**config.mk**
```make
export PLATFORM = sky130hd
export DESIGN_NAME = mbox_fifo
export DESIGN_NICKNAME = d
export VERILOG_FILES = /design/src/rtl/mbox_fifo.sv
export SDC_FILE = /design/constraint.sdc
export NUM_CORES = 1
export LEC_CHECK = 0
export BUFFER_PORTS_ARGS = -buffer_cell sky130_fd_sc_hd__buf_4
export CORE_MARGIN = 1
export CORE_UTILIZATION = 39
export DETAILED_ROUTE_END_ITERATION = 16
export GPL_ROUTABILITY_DRIVEN = 0
export GPL_TIMING_DRIVEN = 1
export MAX_ROUTING_LAYER = met4
export PLACE_DENSITY = 0.52
export SETUP_SLACK_MARGIN = 0.02
export SLEW_MARGIN = 20
export SYNTH_ARGS = -nofsm -noshare
export SYNTH_HDL_FRONTEND = slang
export SYNTH_SLANG_ARGS = --single-unit
```
**constraint.sdc**
```tcl
create_clock -name wb_clk_i -period 4.06 [get_ports wb_clk_i]
set_clock_uncertainty 0.15 [all_clocks]
set_input_delay 0.812 -clock wb_clk_i [delete_from_list [all_inputs] [get_ports wb_clk_i]]
set_output_delay 0.812 -clock wb_clk_i [all_outputs]
set_load 0.02 [all_outputs]
```
**src/rtl/mbox_fifo.sv**
```systemverilog
// Mailbox byte FIFO: a DEPTH-entry array feeding a registered output stage
// for the WOU transmitter, with occupancy flags and a sticky overflow flag.
module mbox_fifo #(
    parameter int WOU_DW       = 8,
    parameter int AW           = 6,
    parameter int AFULL_MARGIN = 4
) (
    input  logic              wb_clk_i,
    input  logic              wb_rst_i,
    input  logic              mbox_wr_i,
    input  logic [WOU_DW-1:0] mbox_di_i,
    output logic              mbox_full_o,
    output logic              mbox_afull_o,
    output logic              tx_valid_o,
    output logic [WOU_DW-1:0] tx_data_o,
    input  logic              tx_ready_i,
    output logic [AW:0]       mbox_cnt_o,
    output logic              mbox_ovf_o,
    input  logic              clr_ovf_i
);

    localparam int          DEPTH       = 1 << AW;
    localparam logic [AW:0] DEPTH_C     = (AW+1)'(DEPTH);
    localparam logic [AW:0] AFULL_LVL_C = (AW+1)'(DEPTH - AFULL_MARGIN);
    localparam logic [AW:0] CNT_ONE_C   = (AW+1)'(1);
    localparam logic [AW:0] CNT_ZERO_C  = (AW+1)'(0);

    logic [WOU_DW-1:0] mem_r [DEPTH];
    logic [AW-1:0]     wr_ptr_r;
    logic [AW-1:0]     rd_ptr_r;
    logic [AW:0]       cnt_r;
    logic              valid_r;
    logic [WOU_DW-1:0] data_r;
    logic              full_r;
    logic              afull_r;
    logic              ovf_r;

    logic              wr_acc_s;
    logic              xfer_s;
    logic [AW:0]       arr_cnt_s;
    logic              arr_ne_s;
    logic              load_s;
    logic [AW:0]       cnt_nxt_s;
    logic              valid_nxt_s;
    logic              full_nxt_s;
    logic              afull_nxt_s;
    logic              ovf_nxt_s;

    // Handshake decode and next-state computation for count, valid and flags.
    always_comb begin
        wr_acc_s    = mbox_wr_i & ~full_r;
        xfer_s      = valid_r & tx_ready_i;
        // The output register is part of the count, so the array holds cnt - valid.
        arr_cnt_s   = cnt_r - {{AW{1'b0}}, valid_r};
        arr_ne_s    = (arr_cnt_s != CNT_ZERO_C);
        load_s      = arr_ne_s & (xfer_s | ~valid_r);
        cnt_nxt_s   = cnt_r;
        valid_nxt_s = valid_r;
        ovf_nxt_s   = ovf_r;

        case ({wr_acc_s, xfer_s})
            2'b10:   cnt_nxt_s = cnt_r + CNT_ONE_C;
            2'b01:   cnt_nxt_s = cnt_r - CNT_ONE_C;
            default: cnt_nxt_s = cnt_r;
        endcase

        if (load_s) begin
            valid_nxt_s = 1'b1;
        end else if (xfer_s) begin
            valid_nxt_s = 1'b0;
        end else begin
            valid_nxt_s = valid_r;
        end

        // A discarded write outranks a clear in the same cycle.
        if (mbox_wr_i && full_r) begin
            ovf_nxt_s = 1'b1;
        end else if (clr_ovf_i) begin
            ovf_nxt_s = 1'b0;
        end else begin
            ovf_nxt_s = ovf_r;
        end

        full_nxt_s  = (cnt_nxt_s == DEPTH_C);
        afull_nxt_s = (cnt_nxt_s >= AFULL_LVL_C);
    end

    // Array write port; contents are not reset, only the pointers are.
    always_ff @(posedge wb_clk_i) begin
        if (wr_acc_s && !wb_rst_i) begin
            mem_r[wr_ptr_r] <= mbox_di_i;
        end
    end

    // Pointer, count, output register and flag state.
    always_ff @(posedge wb_clk_i) begin
        if (wb_rst_i) begin
            wr_ptr_r <= {AW{1'b0}};
            rd_ptr_r <= {AW{1'b0}};
            cnt_r    <= CNT_ZERO_C;
            valid_r  <= 1'b0;
            data_r   <= {WOU_DW{1'b0}};
            full_r   <= 1'b0;
            afull_r  <= 1'b0;
            ovf_r    <= 1'b0;
        end else begin
            if (wr_acc_s) begin
                wr_ptr_r <= wr_ptr_r + {{(AW-1){1'b0}}, 1'b1};
            end
            if (load_s) begin
                data_r   <= mem_r[rd_ptr_r];
                rd_ptr_r <= rd_ptr_r + {{(AW-1){1'b0}}, 1'b1};
            end
            cnt_r   <= cnt_nxt_s;
            valid_r <= valid_nxt_s;
            full_r  <= full_nxt_s;
            afull_r <= afull_nxt_s;
            ovf_r   <= ovf_nxt_s;
        end
    end

    assign mbox_full_o  = full_r;
    assign mbox_afull_o = afull_r;
    assign tx_valid_o   = valid_r;
    assign tx_data_o    = data_r;
    assign mbox_cnt_o   = cnt_r;
    assign mbox_ovf_o   = ovf_r;

endmodule

```
==> results of run 1 <==
-- flip-flops by register name, summed over array words and instances (netlist names) --
| register | count |
|---|---|
| tx_data_o | 8 |
| mbox_afull_o | 1 |
| mem_r | 512 |
| mbox_cnt_o | 7 |
| wr_ptr_r | 6 |
| mbox_ovf_o | 1 |
| rd_ptr_r | 6 |
| tx_valid_o | 1 |
| mbox_full_o | 1 |
-- per-layer routing --
| metal | up-vias | global-route usage, % | share of wire [%] |
|---|---|---|---|
| li1 | 4667 | - | - |
| met3 | 82 | 2.61 | 4.9 |
| met2 | 270 | 28.1 | 47 |
| met1 | 5556 | 25.6 | 46 |
| met5 | - | - | 0 |
| met4 | 0 | 5.78 | 2.4 |
-- layout by cell type, fill, tap and decap left out, types with 8 or more instances in the layout --
master / synthesis / final
sky130_fd_sc_hd__mux4_2: 112 / 112
sky130_fd_sc_hd__xor2_1: 11 / 11
sky130_fd_sc_hd__nor2b_1: 11 / 9
sky130_fd_sc_hd__mux2_2: 24 / 24
sky130_fd_sc_hd__clkinv_2: 0 / 16
sky130_fd_sc_hd__o22ai_1: 8 / 8
sky130_fd_sc_hd__o21ai_0: 11 / 11
sky130_fd_sc_hd__clkinv_1: 0 / 13
sky130_fd_sc_hd__a21oi_1: 18 / 18
sky130_fd_sc_hd__a22oi_1: 57 / 57
sky130_fd_sc_hd__dfxtp_1: 31 / 29
sky130_fd_sc_hd__buf_4: 6 / 81
sky130_fd_sc_hd__clkbuf_16: 0 / 57
sky130_fd_sc_hd__edfxtp_1: 512 / 512
sky130_fd_sc_hd__nand2_1: 33 / 33
sky130_fd_sc_hd__nor4_1: 10 / 10
sky130_fd_sc_hd__a211oi_1: 16 / 16
sky130_fd_sc_hd__nor2_1: 106 / 105
sky130_fd_sc_hd__mux2i_1: 18 / 18
-- worst paths after layout --
check                          start                       to  slack (ps)  cells after the start
min reg2reg  mbox_ovf_o$_SDFFE_PP0P_  mbox_ovf_o$_SDFFE_PP0P_         330                      2
max                        mbox_wr_i   mbox_full_o$_SDFF_PP0_        1150                     12
max reg2reg   mbox_full_o$_SDFF_PP0_   mbox_full_o$_SDFF_PP0_        1160                     11
min          mbox_ovf_o$_SDFFE_PP0P_  mbox_ovf_o$_SDFFE_PP0P_         330                      2
-- logic make-up (layout without fill, tap and decap cells) --
group           count (synthesis)  count (layout)  synth area share [%]
mux                           154             154                  13.9
xor+xnor                       17              17                 0.698
buf+inv                        73             194                  1.86
simple gates                  201             201                  4.33
compound gates                118             118                  3.80
fa+ha+maj                       6               6                 0.352
flops                         543             543                  75.0
-- critical path: cells and delay by family --
kind            cells  cell delay, ps
buf+inv             2             290
fa+ha+maj           2             680
simple gates        4             850
xor+xnor            1             180
compound gates      3             460
-- power by group --
part	internal (mW)	switching, mW
logic	1.14	1.42
registers	6.21	0.173
clock network	2.82	2.13
total	10.2	3.72
-- per-stage QoR --
stage                     worst slack [ps]  utilization [%]
after floorplan                        662                -
after global placement                 582             41.9
after detailed placement               557             41.9
after CTS                             1130             45.1
after global routing                   932             45.1
final                                 1150             45.1
-- area by class of cell --
class	instances	area, µm²	area share, %
Sequential cell	543	16000	65.8
Clock buffer	64	1450	5.97
Tap cell	696	871	3.58
Clock inverter	39	299	1.23
Timing Repair Buffer	88	748	3.08
Inverter	3	11.3	0.0463
Multi-Input combinational cell	496	4940	20.3
==> results_tabular.tex, run 1 <==
\begin{tabular}{lr}
\hline
Metric & Value \\
\hline
\multicolumn{2}{l}{\textbf{Clock network}} \\
\quad CTS tree & built \\
\quad Number of CTS-inserted buffers & 56 \\
\quad Cts repair resizes & 0 \\
\quad H-tree levels & 2 \\
\quad CTS root buf & sky130\_fd\_sc\_hd\_\_clkbuf\_16 \\
\quad Clock slew at reported path FFs & 60 ps \\
\quad Number of hold buffers added after cts & 0 \\
\quad Sinks on the clock net & 543 \\
\quad Clk\_lat worst skew & 600 ps \\
\quad Setup repair bufs after CTS & 0 \\
\quad Number of buffers on the longest clock path & 3 \\
\multicolumn{2}{l}{\textbf{Synth}} \\
\quad Total nets after synthesis & between 1000 and 1500 \\
\quad List of most frequent post-synthesis cells & 512 x sky130\_fd\_sc\_hd\_\_edfxtp\_1, 112 x sky130\_fd\_sc\_hd\_\_mux4\_2, 106 x sky130\_fd\_sc\_hd\_\_nor2\_1 \\
\quad Number of enable-type register cells in the synthesized netlist & between 500 and 600 \\
\quad Synthesized area & 21300 µm² \\
\quad Leading area contributor after synthesis & sky130\_fd\_sc\_hd\_\_edfxtp\_1 \\
\quad Cell types occupying the most area after synthesis & sky130\_fd\_sc\_hd\_\_edfxtp\_1 72\%, sky130\_fd\_sc\_hd\_\_mux4\_2 12\%, sky130\_fd\_sc\_hd\_\_dfxtp\_1 2.9\%, sky130\_fd\_sc\_hd\_\_a22oi\_1 2.0\%, sky130\_fd\_sc\_hd\_\_nor2\_1 1.9\% \\
\quad Number of register bits inferred by synthesis & $\sim$540 \\
\quad Flip-flop cell with the highest count after synthesis & sky130\_fd\_sc\_hd\_\_edfxtp\_1 \\
\quad Share of the synthesized area in the top cell type & 72.1\% \\
\quad Yosys warns & 0 \\
\quad Share of the yosys chip area belonging to registers & 75.0\% \\
\quad Synth Instances & around 1100 \\
\quad Yosys cell types & 47 \\
\quad Syn avg cell area & 19.2 µm² \\
\quad Library cell with the highest instance count after synthesis & sky130\_fd\_sc\_hd\_\_edfxtp\_1 \\
\quad Fraction of registers with async set or reset after synthesis & 0\% \\
\multicolumn{2}{l}{\textbf{Drt}} \\
\quad First-pass detailed-route iteration total & 5 \\
\quad Number of nets still failing antenna checks after routing & 0 \\
\quad Number of vias after detailed routing & 10600 \\
\quad Detailed-route wire length per cell & between 20 and 30 µm \\
\quad Routed via count divided by cell count & 5.48 \\
\quad Iter 0 DRT Violations & 786 \\
\quad WL final & approximately 50000 µm \\
\quad DR DRC count & 0 \\
\multicolumn{2}{l}{\textbf{Setup path}} \\
\quad Most Frequent Cell on Critical Path & sky130\_fd\_sc\_hd\_\_ha\_1 \\
\quad Startpoint type of the worst setup path & primary input \\
\quad Data arrival time of the critical path & 3290 ps \\
\quad Endpoint kind of the worst setup timing path & flip-flop \\
\quad Critical Setup Path Class & in2reg \\
\quad Cells along the critical path & buf\_4, nor2b\_1, inv\_1, ha\_1, xor2\_1, ha\_1, and4b\_1, a31oi\_1, o22a\_1, or3\_1, a21oi\_2, and3\_1 \\
\quad CP peak stage delay & roughly 420 ps \\
\quad Required time of the critical path & 4440 ps \\
\quad CP max stage cell & sky130\_fd\_sc\_hd\_\_ha\_1 \\
\quad Maximum fanout along the worst path & 11 \\
\multicolumn{2}{l}{\textbf{Floorplanning}} \\
\quad Die Y & 236 µm \\
\quad Number of placement rows & 85 \\
\quad Die Wd & 236 µm \\
\quad Effective utilization at floorplan & 39.5\% \\
\quad Standard cell core area & 53900 µm² \\
\quad Floorplan die area & about 56000 µm² \\
\quad Number of ports placed on the die boundary & 32 \\
\multicolumn{2}{l}{\textbf{Finish}} \\
\quad Number of diodes & 0 \\
\quad Count of nets after finishing & about 1200 \\
\quad Share of final-layout standard cells stronger than drive strength 1 & 25.6\% \\
\quad Filler Cell Count & $\sim$4600 \\
\quad Area of all placed cells without fillers & $\sim$24000 µm² \\
\quad Number of standard cells in the final layout excluding fillers & 1929 \\
\quad Signed area change from the synthesized netlist to the final layout & 14.1\% \\
\multicolumn{2}{l}{\textbf{STA}} \\
\quad Final setup violation count & 0 \\
\quad Final critical-path required period & 2910 ps \\
\quad Worst-Margin Slew & 815 ps \\
\quad Max Transition Viols Final & 0 \\
\quad Hold Worst Slack & 333 ps \\
\quad Hold Violations, Final & 0 \\
\quad Maximum frequency from static timing analysis & 343 MHz \\
\quad Unrepaired setup endpoints after global routing & no \\
\quad Tcrit/Tclk final & 71.7\% \\
\quad Sum Neg Setup Slack & 0 ps \\
\quad Max-slew headroom at the worst pin & between 40\% and 50\% \\
\multicolumn{2}{l}{\textbf{Global routing}} \\
\quad GRT Util Overall & 18.4\% \\
\quad Maximum number of pins on one net before global-route repair & 65 \\
\quad Initial antenna violation count & 0 \\
\quad Vias in the first global route & 10800 \\
\quad Wire length of the first global-routing pass & approximately 73000 µm \\
\quad Gr ovfl total & 0 \\
\multicolumn{2}{l}{\textbf{Power}} \\
\quad Pwr per Cell Area & 571 nW/µm² \\
\quad Peak supply drop & 372 µV \\
\quad Total power draw & $\sim$14 mW \\
\quad Static leakage & around 7.6 nW \\
\multicolumn{2}{l}{\textbf{Placed design}} \\
\quad Cell area after placement & about 23000 µm² \\
\quad Hpwl dp & 29300 µm \\
\quad Total instance count after detailed placement & 1826 \\
\quad Number of buffers added on ports & 31 \\
\multicolumn{2}{l}{\textbf{Run status}} \\
\quad Status & completed \\
\multicolumn{2}{l}{\textbf{Flow run}} \\
\quad Count of max-cap constraint violations & 0 \\
\multicolumn{2}{l}{\textbf{Min path}} \\
\quad HP Class & reg2reg \\
\hline
\end{tabular}
Note: power is estimated with default switching activity, not from simulation.
==> inputs of run 2 (changes only) <==
==> constraint.sdc (replaced) <==
create_clock -name wb_clk_i -period 2.7 [get_ports wb_clk_i]
set_clock_uncertainty 0.15 [all_clocks]
set_input_delay 0.54 -clock wb_clk_i [delete_from_list [all_inputs] [get_ports wb_clk_i]]
set_output_delay 0.54 -clock wb_clk_i [all_outputs]
set_load 0.02 [all_outputs]
==> results_tabular.tex, run 2 (same netlist as run 1, synthesis figures left out) <==
\begin{tabular}{lr}
\hline
Metric & Value \\
\hline
\multicolumn{2}{l}{\textbf{Clock network}} \\
\quad Number of CTS-inserted buffers & 56 (unchanged) \\
\quad Number of buffers on the longest clock path & 3 (unchanged) \\
\quad Clock slew at reported path FFs & 60 ps (about the same) \\
\quad H-tree levels & 2 (unchanged) \\
\quad Sinks on the clock net & 543 (unchanged) \\
\quad Number of hold buffers added after cts & 0 (unchanged) \\
\quad CTS tree & built (unchanged) \\
\quad CTS root buf & sky130\_fd\_sc\_hd\_\_clkbuf\_16 (unchanged) \\
\quad Setup repair bufs after CTS & 0 (unchanged) \\
\quad Clk\_lat worst skew & 610 ps (was 600 ps) \\
\multicolumn{2}{l}{\textbf{Placed design}} \\
\quad Total instance count after detailed placement & 1885 (was 1826) \\
\quad Number of buffers added on ports & 31 (unchanged) \\
\quad Cell area after placement & 23100 µm² (was 22600 µm²) \\
\quad Hpwl dp & 29200 µm (was 29300 µm) \\
\multicolumn{2}{l}{\textbf{Finish}} \\
\quad Most frequent standard cell in the layout excluding fill and tap cells & sky130\_fd\_sc\_hd\_\_edfxtp\_1 (unchanged) \\
\quad Flip-flop count of the largest register after layout & 512 (unchanged) \\
\quad Share of final-layout standard cells stronger than drive strength 1 & 29.0\% (was 25.6\%) \\
\quad Register ranked first by flip-flop count & mem\_r (unchanged) \\
\quad Filler Cell Count & 4592 (was 4639) \\
\quad Signed area change from the synthesized netlist to the final layout & 16.6\% (was 14.1\%) \\
\quad Number of standard cells in the final layout excluding fillers & 1984 (was 1929) \\
\quad Area of all placed cells without fillers & 24900 µm² (was 24300 µm²) \\
\quad Number of diodes & 0 (unchanged) \\
\quad Most used cells in the layout excluding fill and tap cells & 512 x sky130\_fd\_sc\_hd\_\_edfxtp\_1, 134 x sky130\_fd\_sc\_hd\_\_buf\_4, 112 x sky130\_fd\_sc\_hd\_\_mux4\_2 (was 512 x sky130\_fd\_sc\_hd\_\_edfxtp\_1, 112 x sky130\_fd\_sc\_hd\_\_mux4\_2, 105 x sky130\_fd\_sc\_hd\_\_nor2\_1) \\
\quad Count of nets after finishing & 1266 (was 1207) \\
\multicolumn{2}{l}{\textbf{Setup path}} \\
\quad Startpoint type of the worst setup path & flip-flop (was primary input) \\
\quad Data arrival time of the critical path & 2900 ps (was 3290 ps) \\
\quad Endpoint kind of the worst setup timing path & flip-flop (unchanged) \\
\quad Required time of the critical path & 3020 ps (was 4440 ps) \\
\quad Maximum fanout along the worst path & 13 (was 11) \\
\quad Critical Setup Path Class & reg2reg (was in2reg) \\
\multicolumn{2}{l}{\textbf{STA}} \\
\quad Maximum frequency from static timing analysis & 387 MHz \\
\quad Hold Violations, Final & 0 (unchanged) \\
\quad Final critical-path required period & 2590 ps \\
\quad Worst-Margin Slew & 755 ps (was 815 ps) \\
\quad Max-slew headroom at the worst pin & 49.7\% (was 45.6\%) \\
\quad Sum Neg Setup Slack & 0 ps (unchanged) \\
\quad Final setup violation count & 0 (unchanged) \\
\quad Unrepaired setup endpoints after global routing & no (unchanged) \\
\quad Tcrit/Tclk final & 95.8\% \\
\quad Max Transition Viols Final & 0 (unchanged) \\
\multicolumn{2}{l}{\textbf{Floorplanning}} \\
\quad Floorplan die area & 55600 µm² (unchanged) \\
\quad Standard cell core area & 53900 µm² (unchanged) \\
\quad Die Wd & 236 µm (unchanged) \\
\quad Number of placement rows & 85 (unchanged) \\
\quad Effective utilization at floorplan & 39.5\% (unchanged) \\
\quad Die Y & 236 µm (unchanged) \\
\quad Number of ports placed on the die boundary & 32 (unchanged) \\
\multicolumn{2}{l}{\textbf{Global routing}} \\
\quad GRT Util Overall & 18.2\% (was 18.4\%) \\
\quad Initial antenna violation count & 0 (unchanged) \\
\quad Gr ovfl total & 0 (unchanged) \\
\quad Vias in the first global route & 10900 (was 10800) \\
\quad Maximum number of pins on one net before global-route repair & 65 (unchanged) \\
\quad Wire length of the first global-routing pass & 72300 µm (was 72600 µm) \\
\multicolumn{2}{l}{\textbf{Drt}} \\
\quad Number of vias after detailed routing & 10700 (was 10600) \\
\quad Detailed-route wire length per cell & 24.3 µm (was 25.3 µm) \\
\quad DR DRC count & 0 (unchanged) \\
\quad Routed via count divided by cell count & 5.41 (was 5.48) \\
\quad First-pass detailed-route iteration total & 8 (was 5) \\
\quad Iter 0 DRT Violations & 966 (was 786) \\
\quad WL final & 48300 µm (was 48800 µm) \\
\quad Number of nets still failing antenna checks after routing & 0 (unchanged) \\
\multicolumn{2}{l}{\textbf{Flow run}} \\
\quad Count of max-cap constraint violations & 0 (unchanged) \\
\multicolumn{2}{l}{\textbf{Run status}} \\
\quad Status & completed (unchanged) \\
\multicolumn{2}{l}{\textbf{Power}} \\
\quad Static leakage & 7.90 nW (was 7.59 nW) \\
\quad Pwr per Cell Area & 854 nW/µm² (was 571 nW/µm²) \\
\quad Peak supply drop & 481 µV (was 372 µV) \\
\multicolumn{2}{l}{\textbf{Min path}} \\
\quad HP Class & in2reg (was reg2reg) \\
\hline
\end{tabular}
## run 2: worst max-delay path: stages, from the launching register on
cell and delay [ps]:
sky130_fd_sc_hd__dfxtp_4 550, sky130_fd_sc_hd__buf_12 220, sky130_fd_sc_hd__mux4_2 550, sky130_fd_sc_hd__a22oi_1 360, sky130_fd_sc_hd__nand2_1 160, sky130_fd_sc_hd__a22oi_1 220
sky130_fd_sc_hd__buf_4 170, sky130_fd_sc_hd__a211oi_1 70
## run 2: through the flow
stage	worst slack, ps	total power, mW	hold slack, ps	utilization, %
2_1_floorplan	-108	12.4	353	-
3_3_place_gp	-143	14.0	312	42.8
3_5_place_dp	-240	14.0	316	42.8
4_1_cts	29.8	21.4	21.9	46.0
5_1_grt	20.8	22.0	41.6	46.1
6_report	114	21.2	54.7	46.1
## run 2: per-layer routing
layer	share of wire [%]	global-route usage [%]
met1	46	25.8
met2	47	27.8
met3	4.9	2.88
met4	1.9	4.40
met5	0	-
## run 2: power by group
part           internal [mW]  switching (mW)
clock                   4.31            3.11
sequential              9.34           0.191
combinational           2.01            2.26
## run 2: path summary, 6_finish.rpt
| path | depth (start not counted) | startpoint | to | slack, ps |
|---|---|---|---|---|
| max | 7 | rd_ptr_r[0]$_SDFFE_PP0P_ | tx_data_o[2]$_SDFFE_PP0P_ | 110 |
| min | 3 | clr_ovf_i | mbox_ovf_o$_SDFFE_PP0P_ | 50 |
| max reg2reg | 7 | rd_ptr_r[0]$_SDFFE_PP0P_ | tx_data_o[2]$_SDFFE_PP0P_ | 110 |
| min reg2reg | 2 | mbox_ovf_o$_SDFFE_PP0P_ | mbox_ovf_o$_SDFFE_PP0P_ | 320 |
## run 2: final cells by class
class	count	area [µm²]	area share [%]
Multi-Input combinational cell	496	4980	20.0
Clock buffer	70	1480	5.94
Sequential cell	543	16000	64.4
Tap cell	696	871	3.50
Timing Repair Buffer	147	1260	5.06
Clock inverter	29	256	1.03
Inverter	3	13.8	0.0554
## run 2: timing repair
item,in CTS,in global routing
endpoints found under the setup margin,0,4
gates resized for setup,0,7
endpoints found under the hold margin,0,0
